**config.mk**
```make
export PLATFORM = sky130hd
export DESIGN_NAME = tpu_host_seq
export DESIGN_NICKNAME = d
export VERILOG_FILES = /design/src/rtl/tpu_host_pkg.sv /design/src/rtl/tpu_host_seq.sv
export SDC_FILE = /design/constraint.sdc
export NUM_CORES = 1
export LEC_CHECK = 0
export ABC_AREA = 1
export CORE_MARGIN = 1.5
export CORE_UTILIZATION = 50
export CTS_CLUSTER_SIZE = 10
export DETAILED_ROUTE_END_ITERATION = 6
export GPL_ROUTABILITY_DRIVEN = 1
export PLACE_DENSITY = 0.78
export SLEW_MARGIN = 20
export SYNTH_ARGS = -nofsm -noshare
export SYNTH_HDL_FRONTEND = slang
export SYNTH_SLANG_ARGS = --single-unit
```
**constraint.sdc**
```tcl
create_clock -name clk -period 2.3 [get_ports clk]
set_input_delay 0.23 -clock clk [delete_from_list [all_inputs] [get_ports clk]]
set_output_delay 0.23 -clock clk [all_outputs]
set_load 0.02 [all_outputs]
```
**src/rtl/tpu_host_pkg.sv**
```systemverilog
// Shared constants for the TPU host sequencer: FSM state codes, pin-control
// bit positions and small helpers that build the uio_in control word.
package tpu_host_pkg;

    localparam logic [2:0] ST_IDLE = 3'd0;
    localparam logic [2:0] ST_LOAD = 3'd1;
    localparam logic [2:0] ST_WAIT = 3'd2;
    localparam logic [2:0] ST_READ = 3'd3;
    localparam logic [2:0] ST_RESP = 3'd4;

    localparam int LOAD_EN_BIT = 0;
    localparam int SEL_AB_BIT  = 1;
    localparam int IDX_LSB     = 2;
    localparam int OUT_EN_BIT  = 4;
    localparam int OUT_SEL_LSB = 5;

    localparam int NUM_ELEMS  = 4;
    localparam int LOAD_BEATS = 8;

    function automatic logic [6:0] load_ctrl(input logic sel_ab, input logic [1:0] idx);
        logic [6:0] c;
        c                 = '0;
        c[LOAD_EN_BIT]    = 1'b1;
        c[SEL_AB_BIT]     = sel_ab;
        c[IDX_LSB +: 2]   = idx;
        return c;
    endfunction

    function automatic logic [6:0] read_ctrl(input logic [1:0] sel);
        logic [6:0] c;
        c                   = '0;
        c[OUT_EN_BIT]       = 1'b1;
        c[OUT_SEL_LSB +: 2] = sel;
        return c;
    endfunction

endpackage

```
**src/rtl/tpu_host_seq.sv**
```systemverilog
// Host-side initiator for the TPU pin protocol: loads A and B, waits for done,
// reads four result bytes. Define TPU_HOST_TIMEOUT_EN to enable the WAIT watchdog.
module tpu_host_seq
    import tpu_host_pkg::*;
#(
    parameter int DATA_W   = 8,
    parameter int READ_LAT = 1,
    parameter int TIMEOUT  = 255
) (
    input  logic                          clk,
    input  logic                          rst_n,
    input  logic                          start,
    input  logic [NUM_ELEMS*DATA_W-1:0]   a_flat,
    input  logic [NUM_ELEMS*DATA_W-1:0]   b_flat,
    output logic                          busy,
    output logic [NUM_ELEMS*DATA_W-1:0]   res_flat,
    output logic                          res_valid,
    output logic                          err_timeout,
    output logic [DATA_W-1:0]             pin_data_out,
    output logic [6:0]                    pin_ctrl_out,
    input  logic [DATA_W-1:0]             pin_data_in,
    input  logic                          pin_done_in
);

    localparam int VEC_W = NUM_ELEMS * DATA_W;

    logic [2:0]              state;
    logic [2:0]              beat;
    logic [2:0]              beat_next;
    logic [1:0]              rd_sel;
    logic [1:0]              rd_sel_next;
    logic [1:0]              lat_cnt;
    logic                    done_armed;
    logic                    done_qual;
    logic                    timeout_hit;
    logic [VEC_W-1:0]        a_reg;
    logic [VEC_W-1:0]        b_reg;
    logic [VEC_W-DATA_W-1:0] res_buf;
    logic [DATA_W-1:0]       next_elem;

    assign beat_next   = beat + 3'd1;
    assign rd_sel_next = rd_sel + 2'd1;
    assign done_qual   = done_armed & pin_done_in;
    assign next_elem   = beat_next[2] ? b_reg[int'(beat_next[1:0])*DATA_W +: DATA_W]
                                      : a_reg[int'(beat_next[1:0])*DATA_W +: DATA_W];

`ifdef TPU_HOST_TIMEOUT_EN
    localparam int TO_W = $clog2(TIMEOUT + 1);

    logic [TO_W-1:0] wait_cnt;

    assign timeout_hit = (wait_cnt == TO_W'(TIMEOUT - 1));

    // Counter is zero outside WAIT, so every WAIT visit starts counting from 0.
    always_ff @(posedge clk or negedge rst_n) begin
        if (!rst_n) begin
            wait_cnt    <= '0;
            err_timeout <= 1'b0;
        end else begin
            wait_cnt <= (state == ST_WAIT) ? wait_cnt + TO_W'(1) : '0;
            if (state == ST_IDLE && start)
                err_timeout <= 1'b0;
            else if (state == ST_WAIT && !done_qual && timeout_hit)
                err_timeout <= 1'b1;
        end
    end
`else
    logic unused_timeout;

    assign timeout_hit    = 1'b0;
    assign err_timeout    = 1'b0;
    assign unused_timeout = (TIMEOUT > 0);
`endif

    // Pin outputs are loaded with the value for the state being entered,
    // so the TPU sees each beat for a full cycle straight after the edge.
    always_ff @(posedge clk or negedge rst_n) begin
        if (!rst_n) begin
            state        <= ST_IDLE;
            beat         <= '0;
            rd_sel       <= '0;
            lat_cnt      <= '0;
            done_armed   <= 1'b0;
            a_reg        <= '0;
            b_reg        <= '0;
            res_buf      <= '0;
            res_flat     <= '0;
            res_valid    <= 1'b0;
            busy         <= 1'b0;
            pin_data_out <= '0;
            pin_ctrl_out <= '0;
        end else begin
            res_valid <= 1'b0;
            case (state)
                ST_IDLE: begin
                    if (start) begin
                        a_reg        <= a_flat;
                        b_reg        <= b_flat;
                        beat         <= '0;
                        done_armed   <= 1'b0;
                        busy         <= 1'b1;
                        pin_ctrl_out <= load_ctrl(1'b0, 2'd0);
                        pin_data_out <= a_flat[DATA_W-1:0];
                        state        <= ST_LOAD;
                    end
                end
                ST_LOAD: begin
                    if (!pin_done_in)
                        done_armed <= 1'b1;
                    if (beat == 3'(LOAD_BEATS - 1)) begin
                        pin_ctrl_out <= '0;
                        pin_data_out <= '0;
                        state        <= ST_WAIT;
                    end else begin
                        beat         <= beat_next;
                        pin_ctrl_out <= load_ctrl(beat_next[2], beat_next[1:0]);
                        pin_data_out <= next_elem;
                    end
                end
                ST_WAIT: begin
                    // A done level seen before any low sample is stale and ignored.
                    if (!pin_done_in)
                        done_armed <= 1'b1;
                    if (done_qual) begin
                        rd_sel       <= '0;
                        lat_cnt      <= '0;
                        pin_ctrl_out <= read_ctrl(2'd0);
                        state        <= ST_READ;
                    end else if (timeout_hit) begin
                        busy  <= 1'b0;
                        state <= ST_IDLE;
                    end
                end
                ST_READ: begin
                    if (lat_cnt == 2'(READ_LAT)) begin
                        lat_cnt <= '0;
                        if (rd_sel == 2'(NUM_ELEMS - 1)) begin
                            res_flat     <= {pin_data_in, res_buf};
                            res_valid    <= 1'b1;
                            pin_ctrl_out <= '0;
                            state        <= ST_RESP;
                        end else begin
                            res_buf[int'(rd_sel)*DATA_W +: DATA_W] <= pin_data_in;
                            rd_sel       <= rd_sel_next;
                            pin_ctrl_out <= read_ctrl(rd_sel_next);
                        end
                    end else begin
                        lat_cnt <= lat_cnt + 2'd1;
                    end
                end
                ST_RESP: begin
                    busy  <= 1'b0;
                    state <= ST_IDLE;
                end
                default: begin
                    busy         <= 1'b0;
                    pin_ctrl_out <= '0;
                    pin_data_out <= '0;
                    state        <= ST_IDLE;
                end
            endcase
        end
    end

endmodule

```
# Yosys cells after proc, flatten, opt, wreduce, memory -nomap -nowiden
# Index checks and enable logic that the tools add are counted.
# totals
register_bits,148
latchBits,0
mem_bits_rw,0
rom_bits,0
in_bits,76
wordCells,93
memories,0
# op_classes
add_sub_neg,4
multipliers,0
div,0
order_cmp,0
eq_ne,15
shift,4
mux,34
bitwise_logic,5
n_reduce_logical,18
# ops
cell,count
$shiftx 32x6->8,2
$pmux 7 s5,1
$neg 5->33,1
$shift 8x33->24 const A,1
$shiftx 8x33->24,1
$mux 7,4
$bwmux 24,1
$mux 8,3
$pmux 8 s3,1
$mux 3,7
$ne 2x2->1 const B,8
$pmux 3 s4,1
$reduce_and 3->1,4
$mux 2,4
$pmux 2 s2,2
$reduce_and 2->1,4
$reduce_and 4->1,2
$eq 3x2->1 const B,2
$eq 3x3->1 const B,2
$mux 1,6
$pmux 3 s2,1
$reduce_bool 2->1,3
$reduce_or 3->1,2
$reduce_and 5->1,1
other kinds (11),16

# Depth between registers and ports, before layout
# logic_depth
ltp_word,5
mapped_depth,12
ltp_nobuf,10

# Least setup slack after synthesis
# Ideal clock, no wire load.
# synth_path
path_kind,register to register
start,register beat[0]
end,register pin_data_out[1]
setup_time_ns,0.117
arrival_ns,1.617
t_required_ns,2.183
slack_ns,0.566
path_stages_with_launch,12
n_path_buf,2
path_cell_list,dfrtp_1 -> ha_1 -> ha_1 -> buf_2 -> clkinv_1 -> buf_2 -> nand2_1 -> nand3_1 -> nand3_1 -> nand3_1 -> nand2_1 -> nand2_1
# synth_via
elab_chain_cells,5
# synth_lines
item,line,rtl
start: declaration,tpu_host_seq.sv:28,logic [2:0] beat;
start signal: assignment,tpu_host_seq.sv:115,beat <= beat_next;
$add 3x1->3,tpu_host_seq.sv:41,assign beat_next = beat + 3'd1;
"$shiftx 32x6->8, on equally long branches","tpu_host_seq.sv:45, tpu_host_seq.sv:44",
$mux 8,tpu_host_seq.sv:44,assign next_elem = beat_next[2] ? b_reg[int'(beat_next[1:0])*DATA_W +: DATA_W]
$mux 8 *,tpu_host_seq.sv:110,if (beat == 3'(LOAD_BEATS - 1)) begin
$pmux 8 s3 *,tpu_host_seq.sv:94,case (state)
end signal: assignment,tpu_host_seq.sv:103,pin_data_out <= a_flat[DATA_W-1:0];
end signal: assignment,tpu_host_seq.sv:117,pin_data_out <= next_elem;
end: declaration,tpu_host_seq.sv:19,"output logic [DATA_W-1:0] pin_data_out,"
# Mark *: on every way between the ends. The rest lies on a longest branch, timed or not.
# A chain may end at the register's enable or synchronous reset.

# Worst setup path after layout
# layout_path
start,register rd_sel[0]
end,register res_buf[2]
# layout_via
elab_chain_cells,3
# layout_lines
item,line,rtl
start: declaration,tpu_host_seq.sv:30,logic [1:0] rd_sel;
start signal: assignment,tpu_host_seq.sv:144,rd_sel <= rd_sel_next;
$neg 5->33 or $eq 2x2->1 (tied branches),"tpu_host_seq.sv:143, tpu_host_seq.sv:137",
"$shiftx 8x33->24, or another cell as far along",tpu_host_seq.sv:143,res_buf[int'(rd_sel)*DATA_W +: DATA_W] <= pin_data_in;
$bwmux 24 or $reduce_and 3->1 (tied branches),n/a,
end signal: indexed assignment,tpu_host_seq.sv:143,
end: declaration,tpu_host_seq.sv:38,logic [VEC_W-DATA_W-1:0] res_buf;
# Several ways; a longest one is shown, not always the timed one.

==> impl_metrics.env <==
export IMPL_status="finished clean"
export IMPL_fin_cells=1148
export IMPL_grt_start_max_net_pins=87
export IMPL_use_met3_pct=6.03
export IMPL_yosysUniqueCellTypes=25
export IMPL_num_vias=5781
export IMPL_num_io_pins=126
export IMPL_numCtsBuffers=17
export IMPL_dpl_cell_area_mm2=0.00810
export IMPL_final_area_mm2=0.00873
export IMPL_crit_required_ns=2.65
export IMPL_area_growth_pct=30.1
export IMPL_grt_pass1_wl_mm=27.3
export IMPL_peakVddDrop_v=0.000703
export IMPL_insertedDiodeCount=0
export IMPL_die_x_um=119
export IMPL_grt_busiest_layer="met2"
export IMPL_worst_slack_ns=0.323
export IMPL_cp_slowest_stage_delay_ns=0.50
export IMPL_routed_wl_mm=16.2
export IMPL_startpoint_type="flip-flop"
export IMPL_cpMaxStageDelayCell="nor2_1"
export IMPL_ys_seq_area_share_pct=55.2
export IMPL_synth_avg_cell_area_um2=7.98
export IMPL_max_freq_mhz=506
export IMPL_totalPowerFinal_mw=11.8
export IMPL_antenna_found_initial=0
export IMPL_skew_ns=0.00527
export IMPL_grt_met2_usage_pct=37.1
export IMPL_period_share_pct=85.9
export IMPL_yosys_area_top_type="dfrtp_1"
export IMPL_grt_use_met1_pct=36.6
export IMPL_slew_headroom_pct=57.7
export IMPL_ys_ff_latch=148
export IMPL_antenna_left=0
export IMPL_post_dp_hpwl_mm=11.3
export IMPL_cts_buffer_depth=2
export IMPL_netlist_area_leader_share_pct=55.2
export IMPL_max_cap_violations=0
export IMPL_coreArea_mm2=0.0132
export IMPL_gp_congestion=0.862
export IMPL_worstHoldPathType="primary input to async pin"
export IMPL_root_buffer="clkbuf_16"
export IMPL_cp_arrival_ns=2.32
export IMPL_die_area_mm2=0.0141
export IMPL_pwr_density_cell_mw_per_mm2=1350
export IMPL_drc=0
export IMPL_portBuffers=124
export IMPL_final_common_cell="nand2_1"
export IMPL_rsz0062_at_grt="no"
export IMPL_wl_per_cell_um=14.1
export IMPL_path_cells="inv_1, ha_1, inv_1, nand2_1, nor2_1, nand2_1, o21ai_2"
export IMPL_slew_violations=0
export IMPL_whs_ns=0.321
export IMPL_fin_crit_ns=1.98
export IMPL_synth_area_mm2=0.00671
export IMPL_grt_pass1_vias=5424
export IMPL_final_util_pct=66.2
export IMPL_place_inst=1115
export IMPL_gr_total_overflow=0
export IMPL_nNetsFinal=1042
export IMPL_final_cell_mix="nand2_1 (415), dfrtp_1 (148), clkdlybuf4s50_1 (123)"
export IMPL_synth_nets=924
export IMPL_fp_row_count=42
export IMPL_clock_latency_ns=0.43
export IMPL_ys_top_cells_by_area="dfrtp_1 (55%), nand2_1 (23%), nand3_1 (3.7%)"
export IMPL_via_per_inst=5.04
export IMPL_cts_tree="built"
export IMPL_cts_resized=0
export IMPL_syn_inst=841
export IMPL_place_ws_ns=0.365
export IMPL_layout_drive_gt1_share_pct=8.23
export IMPL_crit_fanout=8
export IMPL_fp_dieH_um=119
export IMPL_detail_route_first_pass_iterations=5
export IMPL_drt_iter0_drc=453
export IMPL_setup_tns_ns=0
export IMPL_ys_warn_count=0
export IMPL_worstSetupPathType="flip-flop to flip-flop"
export IMPL_start_util_pct=50.9
export IMPL_p_leak_nw=4.41
export IMPL_clock_sinks=148
export IMPL_track_usage_pct=24.9
export IMPL_cts_htree_levels=4
export IMPL_worstMarginPinSlew_ns=0.633
export IMPL_finalSetupViolCount=0
export IMPL_hold_viol=0
export IMPL_endpoint_kind="flip-flop"
export IMPL_clk_pin_slew_ns=0.06
## report_power, final
group	internal, mW	switching (mW)	leakage (nW)	total (mW)
Clock	1.84	1.08	0.295	2.91
Combinational	1.74	2.85	2.30	4.59
Sequential	3.65	0.625	1.82	4.28
Total	7.23	4.55	4.41	11.8
## routing by layer
metal | up-vias | share of wire [%] | routed length, um
met2 | 205 | 45 | 7230
met4 | 0 | 1.7 | 280
li1 | 2831 | - | -
met1 | 2721 | 47 | 7550
met3 | 24 | 6.9 | 1120
met5 | - | 0 | 0
## worst max-delay path: cells and delay by family (launching register included)
kind,cells,cell delay [ns]
buffers and inverters,2,0.23
AO/OA/AOI/OAI,1,0.16
AND/OR/NAND/NOR,3,0.71
adder cells (fa/ha/maj),1,0.32
flip-flops,1,0.49
## cells by family (layout without fill, tap and decap cells)
kind of cell | after synthesis | count (layout) | synth area share, %
flops | 148 | 148 | 55.2
buf+inv | 95 | 226 | 6.15
other cells | 1 | 1 | 0.0559
fa+ha+maj | 7 | 7 | 1.30
simple gates | 519 | 519 | 30.7
compound gates | 71 | 71 | 6.64
## path summary, 6_finish.rpt
kind | startpoint | end | slack, ns | cells after the start
max | rd_sel[0]$_DFFE_PN0P_ | res_buf[2]$_DFFE_PN0P_ | 0.32 | 7
min | rst_n | pin_ctrl_out[4]$_DFFE_PN0P_ | 0.32 | 2
max reg2reg | rd_sel[0]$_DFFE_PN0P_ | res_buf[2]$_DFFE_PN0P_ | 0.32 | 7
min reg2reg | res_buf[2]$_DFFE_PN0P_ | res_flat[2]$_DFFE_PN0P_ | 0.47 | 2
max in group asynchronous | rst_n | b_reg[14]$_DFFE_PN0P_ | 1.29 | 3
min in group clk | b_flat[22] | b_reg[22]$_DFFE_PN0P_ | 0.34 | 3
## synth_stat cells
| cell type | n |
|---|---|
| o21ai_0 | 44 |
| nand3_1 | 50 |
| nor3_2 | 1 |
| ha_1 | 7 |
| buf_4 | 4 |
| inv_2 | 4 |
| o21ai_1 | 1 |
| buf_2 | 15 |
| clkbuf_1 | 14 |
| o21ai_2 | 24 |
| inv_1 | 53 |
| nand2_1 | 415 |
| nor2_4 | 1 |
| buf_6 | 3 |
| nand4_2 | 1 |
| nand4_1 | 1 |
| nor2_1 | 41 |
| nand3b_1 | 1 |
| or2_0 | 1 |
| conb_1 | 1 |
| clkinv_1 | 2 |
| nand2_2 | 5 |
| a21oi_1 | 2 |
| nor2_2 | 2 |
| dfrtp_1 | 148 |
## layout make-up
type	count	area (um^2)
Fill cell	1129	4460
Inverter	59	221
Multi-Input combinational cell	598	2600
Tap cell	176	220
Clock buffer	19	443
Sequential cell	148	3700
Timing Repair Buffer	135	1370
Clock inverter	13	183
## timing repair
action | 4_1_cts | 5_1_grt
setup buffers | 0 | 0
hold buffers | 1 | 0
hold endpoints to repair | 51 | 0
Note: power is estimated with default switching activity, not from simulation.
